### config.mk
export PLATFORM = sky130hd
export DESIGN_NAME = voice_mixer_flat
export DESIGN_NICKNAME = d
export VERILOG_FILES = /design/src/rtl/voice_mixer_pkg.sv /design/src/rtl/voice_mixer_if.sv /design/src/rtl/voice_mixer_mac.sv /design/src/rtl/voice_mixer.sv /design/src/flat_wrapper.sv
export SDC_FILE = /design/constraint.sdc
export NUM_CORES = 1
export LEC_CHECK = 0
export BUFFER_PORTS_ARGS = -buffer_cell sky130_fd_sc_hd__buf_2
export CAP_MARGIN = 10
export CORE_ASPECT_RATIO = 1.4
export CORE_UTILIZATION = 60
export DETAILED_ROUTE_END_ITERATION = 8
export PLACE_DENSITY_LB_ADDON = 0.15
export SETUP_SLACK_MARGIN = 0.05
export SLEW_MARGIN = 15
export SYNTH_ARGS = -nofsm -noshare
export SYNTH_HDL_FRONTEND = slang
export SYNTH_SLANG_ARGS = --single-unit
### constraint.sdc
create_clock -name clk -period 18.6 [get_ports clk]
set_input_delay 0.93 -clock clk [delete_from_list [all_inputs] [get_ports clk]]
set_output_delay 0.93 -clock clk [all_outputs]
set_load 0.02 [all_outputs]
### src/rtl/voice_mixer_pkg.sv
// Shared types and helpers for the voice mixer: FSM state enum,
// accumulator width computation and the output range check.
package mixer_pkg;

  typedef enum logic [1:0] {
    IDLE   = 2'd0,
    ACCUM  = 2'd1,
    SCALE  = 2'd2,
    OUTPUT = 2'd3
  } mix_state_t;

  // Widest scaled value the range check accepts; callers sign-extend into it.
  localparam int SAT_MAX_W = 128;

  // clip: value lies outside the signed out_w range; neg: it is negative,
  // so a clipped value pins to the most negative code.
  typedef struct packed {
    logic clip;
    logic neg;
  } sat_t;

  // Product bits, plus growth for summing nv voices, plus one guard bit.
  function automatic int acc_width(input int nv, input int sw, input int vw);
    return sw + vw + 1 + $clog2(nv) + 1;
  endfunction

  // Range check of a signed value against [-2^(out_w-1), 2^(out_w-1)-1].
  function automatic sat_t saturate(input logic signed [SAT_MAX_W-1:0] v,
                                    input int out_w);
    logic signed [SAT_MAX_W-1:0] hi;
    logic signed [SAT_MAX_W-1:0] lo;
    sat_t r;
    hi = SAT_MAX_W'(1) <<< (out_w - 1);
    lo = -hi;
    hi = hi - SAT_MAX_W'(1);
    r.clip = (v > hi) || (v < lo);
    r.neg  = v[SAT_MAX_W-1];
    return r;
  endfunction

endpackage

### src/rtl/voice_mixer_if.sv
// Frame request / result bus between the mixer and its neighbours.
interface voice_mixer_if #(
  parameter int NUM_VOICES = 4,
  parameter int SAMPLE_W   = 24,
  parameter int VOL_W      = 7
);
  logic                           sample_strobe;
  logic [NUM_VOICES*SAMPLE_W-1:0] voice_sample;
  logic [NUM_VOICES*VOL_W-1:0]    voice_gain;
  logic [NUM_VOICES-1:0]          voice_enable;
  logic [VOL_W-1:0]               master_vol;
  logic                           clear_flags;
  logic [SAMPLE_W-1:0]            mixed_sample;
  logic                           mixed_valid;
  logic                           busy;
  logic                           clip;
  logic                           overrun;

  modport master (
    output sample_strobe, voice_sample, voice_gain, voice_enable, master_vol, clear_flags,
    input  mixed_sample, mixed_valid, busy, clip, overrun
  );

  modport slave (
    input  sample_strobe, voice_sample, voice_gain, voice_enable, master_vol, clear_flags,
    output mixed_sample, mixed_valid, busy, clip, overrun
  );
endinterface

### src/rtl/voice_mixer_mac.sv
// Registered signed sample x unsigned gain multiply-accumulate, shared by
// all voices of a frame. clr has priority over en.
module voice_mac #(
  parameter int SAMPLE_W = 24,
  parameter int VOL_W    = 7,
  parameter int ACC_W    = 35
) (
  input  logic                       clk,
  input  logic                       rst,
  input  logic                       clr_i,
  input  logic                       en_i,
  input  logic signed [SAMPLE_W-1:0] sample_i,
  input  logic        [VOL_W-1:0]    gain_i,
  output logic signed [ACC_W-1:0]    acc_o
);
  localparam int PROD_W = SAMPLE_W + VOL_W + 1;

  logic signed [PROD_W-1:0] prod;
  logic signed [ACC_W-1:0]  acc_d, acc_q;

  // Gain is zero-extended so it multiplies as a non-negative signed value.
  always_comb begin
    prod  = $signed({{(VOL_W+1){sample_i[SAMPLE_W-1]}}, sample_i}) *
            $signed({{(SAMPLE_W+1){1'b0}}, gain_i});
    acc_d = acc_q + $signed({{(ACC_W-PROD_W){prod[PROD_W-1]}}, prod});
  end

  // Accumulator register.
  always_ff @(posedge clk or posedge rst) begin
    if (rst)        acc_q <= '0;
    else if (clr_i) acc_q <= '0;
    else if (en_i)  acc_q <= acc_d;
  end

  assign acc_o = acc_q;
endmodule

### src/rtl/voice_mixer.sv
// Time-multiplexed voice mixer: snapshots all voices on the frame strobe,
// accumulates one voice per cycle, applies master volume with headroom
// shift, saturates and presents one sample per frame.
module voice_mixer
  import mixer_pkg::*;
#(
  parameter int NUM_VOICES = 4,
  parameter int SAMPLE_W   = 24,
  parameter int VOL_W      = 7,
  parameter int HEADROOM   = 2
) (
  input  logic          clk,
  input  logic          reset,
  voice_mixer_if.slave  bus
);
  localparam int ACC_W = acc_width(NUM_VOICES, SAMPLE_W, VOL_W);
  localparam int SCL_W = ACC_W + VOL_W + 1;
  localparam int SHIFT = 2*VOL_W + HEADROOM;
  localparam int IDX_W = (NUM_VOICES > 1) ? $clog2(NUM_VOICES) : 1;
  localparam logic [SAMPLE_W-1:0] S_MAX = {1'b0, {(SAMPLE_W-1){1'b1}}};
  localparam logic [SAMPLE_W-1:0] S_MIN = {1'b1, {(SAMPLE_W-1){1'b0}}};

  mix_state_t state_q, state_d;
  logic                                 load, mac_en;
  logic [IDX_W-1:0]                     idx_q;
  logic [NUM_VOICES-1:0][SAMPLE_W-1:0]  smp_q;
  logic [NUM_VOICES-1:0][VOL_W-1:0]     gain_q;
  logic [NUM_VOICES-1:0]                en_q;
  logic [VOL_W-1:0]                     mvol_q;
  logic signed [ACC_W-1:0]              acc;
  logic signed [SCL_W-1:0]              scl_prod, scaled;
  logic signed [SAT_MAX_W-1:0]          wide;
  sat_t                                 sat;
  logic [SAMPLE_W-1:0]                  mixed_d, mixed_q;
  logic                                 valid_q, clip_q, ovr_q;
  logic                                 clip_set, ovr_set;

  // State register.
  always_ff @(posedge clk or posedge reset) begin
    if (reset) state_q <= IDLE;
    else       state_q <= state_d;
  end

  // Next state; load marks strobe acceptance, mac_en gates disabled voices.
  always_comb begin
    state_d = state_q;
    load    = 1'b0;
    mac_en  = 1'b0;
    unique case (state_q)
      IDLE: if (bus.sample_strobe) begin
        state_d = ACCUM;
        load    = 1'b1;
      end
      ACCUM: begin
        mac_en = en_q[idx_q];
        if (idx_q == IDX_W'(NUM_VOICES-1)) state_d = SCALE;
      end
      SCALE:   state_d = OUTPUT;
      OUTPUT:  state_d = IDLE;
      default: state_d = IDLE;
    endcase
  end

  // Snapshot of all frame inputs; later input changes do not reach the mix.
  always_ff @(posedge clk or posedge reset) begin
    if (reset) begin
      smp_q  <= '0;
      gain_q <= '0;
      en_q   <= '0;
      mvol_q <= '0;
    end else if (load) begin
      smp_q  <= bus.voice_sample;
      gain_q <= bus.voice_gain;
      en_q   <= bus.voice_enable;
      mvol_q <= bus.master_vol;
    end
  end

  // Voice index walks 0..NUM_VOICES-1 during ACCUM.
  always_ff @(posedge clk or posedge reset) begin
    if (reset)                 idx_q <= '0;
    else if (load)             idx_q <= '0;
    else if (state_q == ACCUM) idx_q <= idx_q + 1'b1;
  end

  voice_mac #(
    .SAMPLE_W (SAMPLE_W),
    .VOL_W    (VOL_W),
    .ACC_W    (ACC_W)
  ) u_mac (
    .clk      (clk),
    .rst      (reset),
    .clr_i    (load),
    .en_i     (mac_en),
    .sample_i ($signed(smp_q[idx_q])),
    .gain_i   (gain_q[idx_q]),
    .acc_o    (acc)
  );

  // Master scaling; >>> floors toward -inf, then clamp to the sample range.
  always_comb begin
    scl_prod = $signed({{(VOL_W+1){acc[ACC_W-1]}}, acc}) *
               $signed({{(ACC_W+1){1'b0}}, mvol_q});
    scaled   = scl_prod >>> SHIFT;
    wide     = $signed({{(SAT_MAX_W-SCL_W){scaled[SCL_W-1]}}, scaled});
    sat      = saturate(wide, SAMPLE_W);
    mixed_d  = !sat.clip ? scaled[SAMPLE_W-1:0] : (sat.neg ? S_MIN : S_MAX);
    clip_set = (state_q == SCALE) && sat.clip;
    ovr_set  = bus.sample_strobe && (state_q != IDLE);
  end

  // Result loads at the end of SCALE so it and the valid pulse appear
  // together in the OUTPUT cycle; flag sets win over clear_flags.
  always_ff @(posedge clk or posedge reset) begin
    if (reset) begin
      mixed_q <= '0;
      valid_q <= 1'b0;
      clip_q  <= 1'b0;
      ovr_q   <= 1'b0;
    end else begin
      valid_q <= (state_q == SCALE);
      if (state_q == SCALE) mixed_q <= mixed_d;
      clip_q  <= clip_set | (clip_q & ~bus.clear_flags);
      ovr_q   <= ovr_set  | (ovr_q  & ~bus.clear_flags);
    end
  end

  assign bus.mixed_sample = mixed_q;
  assign bus.mixed_valid  = valid_q;
  assign bus.busy         = (state_q != IDLE);
  assign bus.clip         = clip_q;
  assign bus.overrun      = ovr_q;
endmodule
### src/flat_wrapper.sv
// flat-port wrapper written by rule: the top's interface ports become plain ports
module voice_mixer_flat import mixer_pkg::*;
#(
  parameter int NUM_VOICES = 4,
  parameter int SAMPLE_W   = 24,
  parameter int VOL_W      = 7,
  parameter int HEADROOM   = 2
)
  (clk, reset, bus_sample_strobe, bus_voice_sample, bus_voice_gain, bus_voice_enable, bus_master_vol, bus_clear_flags, bus_mixed_sample, bus_mixed_valid, bus_busy, bus_clip, bus_overrun);
  voice_mixer_if #(.NUM_VOICES(NUM_VOICES), .SAMPLE_W(SAMPLE_W), .VOL_W(VOL_W)) bus_i ();
  input  logic clk;
  input  logic reset;
  input wire logic [$bits(bus_i.sample_strobe)-1:0] bus_sample_strobe;
  input wire logic [$bits(bus_i.voice_sample)-1:0] bus_voice_sample;
  input wire logic [$bits(bus_i.voice_gain)-1:0] bus_voice_gain;
  input wire logic [$bits(bus_i.voice_enable)-1:0] bus_voice_enable;
  input wire logic [$bits(bus_i.master_vol)-1:0] bus_master_vol;
  input wire logic [$bits(bus_i.clear_flags)-1:0] bus_clear_flags;
  output wire logic [$bits(bus_i.mixed_sample)-1:0] bus_mixed_sample;
  output wire logic [$bits(bus_i.mixed_valid)-1:0] bus_mixed_valid;
  output wire logic [$bits(bus_i.busy)-1:0] bus_busy;
  output wire logic [$bits(bus_i.clip)-1:0] bus_clip;
  output wire logic [$bits(bus_i.overrun)-1:0] bus_overrun;
  assign bus_i.sample_strobe = bus_sample_strobe;
  assign bus_i.voice_sample = bus_voice_sample;
  assign bus_i.voice_gain = bus_voice_gain;
  assign bus_i.voice_enable = bus_voice_enable;
  assign bus_i.master_vol = bus_master_vol;
  assign bus_i.clear_flags = bus_clear_flags;
  assign bus_mixed_sample = bus_i.mixed_sample;
  assign bus_mixed_valid = bus_i.mixed_valid;
  assign bus_busy = bus_i.busy;
  assign bus_clip = bus_i.clip;
  assign bus_overrun = bus_i.overrun;
  voice_mixer #(.NUM_VOICES(NUM_VOICES), .SAMPLE_W(SAMPLE_W), .VOL_W(VOL_W), .HEADROOM(HEADROOM)) u_core (.clk(clk), .reset(reset), .bus(bus_i));
endmodule
Yosys cells after proc, flatten, opt, wreduce, memory -nomap -nowiden
Index checks and enable logic that the tools add are counted.
Widths: inputs -> output; s select.
{"block": "op_classes", "eq_ne": 6, "bitwise_logic": 5, "n_mux": 18, "mul": 2, "add_sub_neg": 2, "order_cmp": 3, "n_reduce_logical": 8}
{"operator": "$mux 24", "count": 3}
{"operator": "$mux 35", "count": 2}
{"operator": "$bmux 24 s2", "count": 1}
{"operator": "$mul 35x8->43", "count": 1}
{"operator": "$add 35x32->35", "count": 1}
{"operator": "$mul 24x8->32", "count": 1}
{"operator": "$gt 27x24->1 const B", "count": 1}
{"operator": "$lt 27x24->1 const B", "count": 1}
{"operator": "$bmux 7 s2", "count": 1}
{"operator": "$mux 2", "count": 4}
{"operator": "$pmux 2 s4", "count": 1}
{"operator": "$mux 7", "count": 1}
{"operator": "$eq 2x2->1 const B", "count": 3}
{"operator": "$reduce_bool 2->1", "count": 3}
{"operator": "$mux 1", "count": 4}
{"operator": "$lt 2x3->1 const B", "count": 1}
{"operator": "$add 2x1->2 const B", "count": 1}
{"operator": "$and 1x1->1", "count": 2}
{"operator": "$bmux 1 s2", "count": 1}
{"operator": "$eq 2x1->1 const B", "count": 1}
{"operator": "$logic_and 1x1->1", "count": 2}
{"operator": "$logic_not 2->1", "count": 1}
{"operator": "$ne 2x1->1 const B", "count": 1}
{"operator": "$ne 2x2->1 const B", "count": 1}
{"operator": "other kinds (4)", "count": 5}
{"block": "totals", "reg_bits": 201, "wordCells": 61, "in_bits": 139}

Logic depth before layout (Yosys ltp)
{"block": "depth", "depth_word": 6, "ltp_mapped": 23}

Modules after synthesis
From an unflattened synthesis, not the netlist that was laid out.
{"block": "unflattened", "cells_unflattened": 2442, "hier_area_um2": 24662.4}
{"mod": "voice_mixer", "cells_each": 1417, "area_each_um2": 15687.5, "seq_area_each_um2": 4154.0, "instances": 1}
{"mod": "voice_mac", "cells_each": 1025, "area_each_um2": 8974.9, "seq_area_each_um2": 875.8, "instances": 1}

Worst setup path after synthesis
Ideal clock, no wire load.
{"block": "synth_timing", "kind": "reg-to-reg", "start": "reg u_core.idx_q[0]", "end": "reg u_core.u_mac.acc_q[32], in the netlist u_core.u_mac.acc_o[32]", "path_buffers": 3, "stages_incl_launch_ff": 22, "arrival_time_ps": 6126, "required_time_ps": 18479, "slack_ps": 12353, "path_cell_list": "dfrtp_1 -> clkbuf_1 -> buf_2 -> buf_2 -> mux4_2 -> and2_1 -> fa_1 -> fa_1 -> inv_1 -> fa_1 -> inv_1 -> fa_1 -> ha_1 -> o21ai_1 -> a21oi_1 -> a31oi_1 -> a221oi_2 -> nand2_1 -> a211o_1 -> o31ai_1 -> nor3_1 -> a2111oi_1"}
{"block": "synth_via", "elab_chain_cells": 6, "word_cells_on_any_way": 12}
{"element": "start, declared", "line": "voice_mixer.sv:25", "rtl": "logic [IDX_W-1:0] idx_q;"}
{"element": "start signal, assigned", "line": "voice_mixer.sv:83", "rtl": "else if (state_q == ACCUM) idx_q <= idx_q + 1'b1;"}
{"element": "$bmux 24 s2 / $bmux 7 s2 (equally long branches)", "line": "voice_mixer.sv:95, voice_mixer.sv:96"}
{"element": "$mux 24 (not written as such) / $mux 7 (equally long branches)", "line": "voice_mixer.sv:95, voice_mixer.sv:96"}
{"element": "$mul 24x8->32", "line": "voice_mixer_mac.sv:23", "rtl": "prod = $signed({{(VOL_W+1){sample_i[SAMPLE_W-1]}}, sample_i}) *"}
{"element": "$add 35x32->35", "line": "voice_mixer_mac.sv:25", "rtl": "acc_d = acc_q + $signed({{(ACC_W-PROD_W){prod[PROD_W-1]}}, prod});"}
{"element": "$mux 35", "line": "voice_mixer_mac.sv:32", "rtl": "else if (en_i) acc_q <= acc_d;"}
{"element": "$mux 35", "line": "voice_mixer_mac.sv:31", "rtl": "else if (clr_i) acc_q <= '0;"}
{"element": "end signal, assigned", "line": "voice_mixer_mac.sv:30", "rtl": "if (rst) acc_q <= '0;"}
{"element": "end signal, assigned", "line": "voice_mixer_mac.sv:31"}
{"element": "end signal, assigned", "line": "voice_mixer_mac.sv:32"}
{"element": "end, declared", "line": "voice_mixer_mac.sv:19", "rtl": "logic signed [ACC_W-1:0] acc_d, acc_q;"}
Several ways; a longest one is shown, not always the timed one. The select of a mux whose other input is x is not followed.
A chain may end at the register's enable or synchronous reset.

Worst setup path after layout
{"block": "layout_timing", "start": "reg u_core.idx_q[0]", "end": "reg u_core.u_mac.acc_q[29], in the netlist u_core.u_mac.acc_o[29]"}
Same word-level chain as after synthesis.

==> impl_metrics.tcl <==
set metrics [dict create \
    synthCells 2695 \
    drt-initial-drc-count 795 \
    cp_max_fo 31 \
    async_flop_share 1.00 \
    clock_path_buffers 3 \
    status "completed" \
    grt_pass1_vias 19300 \
    wl_um 53100 \
    fin_crit_ns 6.78 \
    ctsHoldBuffers 0 \
    ys_types 73 \
    register_area_um2 5030 \
    worstMarginPinSlew_ns 1.18 \
    clock_sinks 201 \
    max_freq_ghz 0.147 \
    fillerInstances 3289 \
    synth_seq_area_share 0.206 \
    diodes 0 \
    synth_edf_count 0 \
    dp_hpwl_um 42100 \
    startpoint_type "register" \
    multi_input_area_um2 17200 \
    routed_via_density 5.35 \
    core.rowCount 87 \
    avgSynthCellArea_um2 9.05 \
    grtUsageTotal 0.273 \
    path_clk_slew_ns 0.06 \
    syn-num-nets 3344 \
    cp-end-kind "register" \
    syn_to_final_growth_pct 8.13 \
    critPathRequiredTime_ns 19.01 \
    dieArea_um2 41500 \
    maxCapViolations 0 \
    tritoncts "done" \
    synth-seq-cells 201 \
    finalCritPeriodShare 0.365 \
    synth.most_common_cell "nand2_1" \
    ios 167 \
    grt_pass1_wl_um 90800 \
    dp.cells 3304 \
    synth_top_area_frac 0.287 \
    wl_per_cell_um 15.9 \
    critPathArrivalTime_ns 7.20 \
    core-area_um2 40200 \
    cts_buffers 23 \
    critPathKind "reg -> reg" \
    reg2reg_setup_slack_ns 11.82 \
    r2r-start "u_core.idx_q[0]" \
    dr.pass1.iters 5 \
    ant_nets 0 \
    port_buffers 166 \
    yosysTopAreaCell "fa_1" \
    synthFlopType "dfrtp_1" \
    gp_congestion 0.907 \
    antenna_found_initial 0 \
    r2r_end "u_core.u_mac.acc_o[29]" \
    slew_headroom 0.213 \
    stdcell_count 3344 \
    cts_setup_buffers 0 \
    finalHoldViolCount 0 \
    die_h_um 241 \
    vias 17900 \
    dieWidth_um 172 \
    fin_skew_ns 0.0253 \
    yosys-top-cells-count "nand2_1, inv_1, fa_1" \
    cp-endpoint "u_core.u_mac.acc_o[29]" \
    crit_start "u_core.idx_q[0]" \
    setup_viol 0 \
    grt_max_degree 124 \
    syn_area_um2 24400 \
    start_util 0.607 \
    hold_path_depth 2 \
    synthTopCellsByArea "fa_1, dfrtp_1, and2_1, nand2_1, ha_1" \
    drive_gt1_frac 0.0957 \
    yosys_warnings 0 \
    cts_resized 0 \
    grt_overflow 0 \
    clk-insertion-delay-late_ns 0.55 \
    drt_drc_violations_left 0 \
    cts-root-buf "clkbuf_16" \
    slew_violations 0 \
    fin_tns_setup_ns 0 \
    hold_class "reg -> reg" \
    htreeDepth 1 \
    grt_setup_unrepaired "no" \
    fin_nets 3444 \
    rr_worst_depth 19 \
]
cell usage in the layout (no fill, tap or decap), types with 30 or more instances in the layout:
cell type,n
xnor2_1,40
dfrtp_1,197
inv_1,459
buf_2,166
ha_1,160
and2_1,347
nand2_1,565
a21oi_1,93
mux4_2,31
nor2_1,43
o21ai_0,30
fa_1,350
sequential cells by signal (all words and copies together), names as in the netlist:
signal                   flops
u_core.smp_q                96
u_core.u_mac.acc_o          35
u_core.gain_q               28
u_core.bus.mixed_sample     24
u_core.mvol_q                7
u_core.en_q                  4
u_core.idx_q                 2
u_core.state_q               2
u_core.bus.clip              1
u_core.bus.mixed_valid       1
u_core.bus.overrun           1
critical path, stage by stage, from the launching register on:
cell       delay [ns]
dfrtp_2          0.43
buf_4            0.52
mux4_2           0.83
nand2_1          0.62
inv_1            0.18
fa_1             0.49
fa_1             0.52
inv_1            0.06
fa_1             0.48
inv_1            0.06
fa_1             0.47
ha_1             0.38
o21a_1           0.13
o21ai_0          0.48
nor3_1           0.15
o2bb2ai_1        0.16
a31oi_1          0.24
a31oi_1          0.15
xnor2_1          0.18
a21oi_1          0.09
final cells by class:
| type | instances | area share |
|---|---|---|
| sequential | 201 | 0.191 |
| timing repair buffer | 175 | 0.0341 |
| tap | 534 | 0.0253 |
| clock inverter | 12 | 0.00641 |
| inverter | 460 | 0.0658 |
| clock buffer | 28 | 0.0237 |
| multi-input combinational | 1934 | 0.654 |
kinds of logic after synthesis:
family,Yosys count,share of synthesized area
AOI/OAI and AO/OA,270,0.0750
xor gates and xnor gates,63,0.0226
adders and majority gates,510,0.369
buffers and inverters,560,0.0873
DFF,201,0.206
muxes,38,0.0316
and+or+nand+nor,1053,0.208
worst min-delay path by stage:
stage                           startpoint                to  slack (ns)
final                       u_core.en_q[2]    u_core.en_q[2]        0.47
after global routing      u_core.smp_q[40]  u_core.smp_q[40]        0.49
after CTS                   u_core.en_q[2]    u_core.en_q[2]        0.47
after detailed placement    u_core.en_q[2]    u_core.en_q[2]        0.46
after global placement    u_core.smp_q[37]  u_core.smp_q[37]        0.45
after floorplan             u_core.en_q[2]    u_core.en_q[2]        0.44
metrics by stage:
step	area, um^2	hold slack, ns	setup WS (ns)	utilization
after floorplan	24400	0.440	12.19	-
after global placement	25600	0.454	11.98	0.637
after detailed placement	25600	0.457	11.82	0.637
after CTS	26400	0.472	11.80	0.656
after global routing	26400	0.494	11.35	0.656
final	26400	0.467	11.82	0.656
metal layers:
metal | part of all wire | vias to the layer above | GRT usage
met5 | 0 | - | 0
met4 | 0.022 | 0 | 0.0732
met3 | 0.037 | 86 | 0.0263
met2 | 0.51 | 438 | 0.488
met1 | 0.43 | 8819 | 0.354
li1 | - | 8543 | -
Power is left out: the tool's default activity adds up to more than one toggle a clock period on the data nets, which glitch-free logic cannot reach.
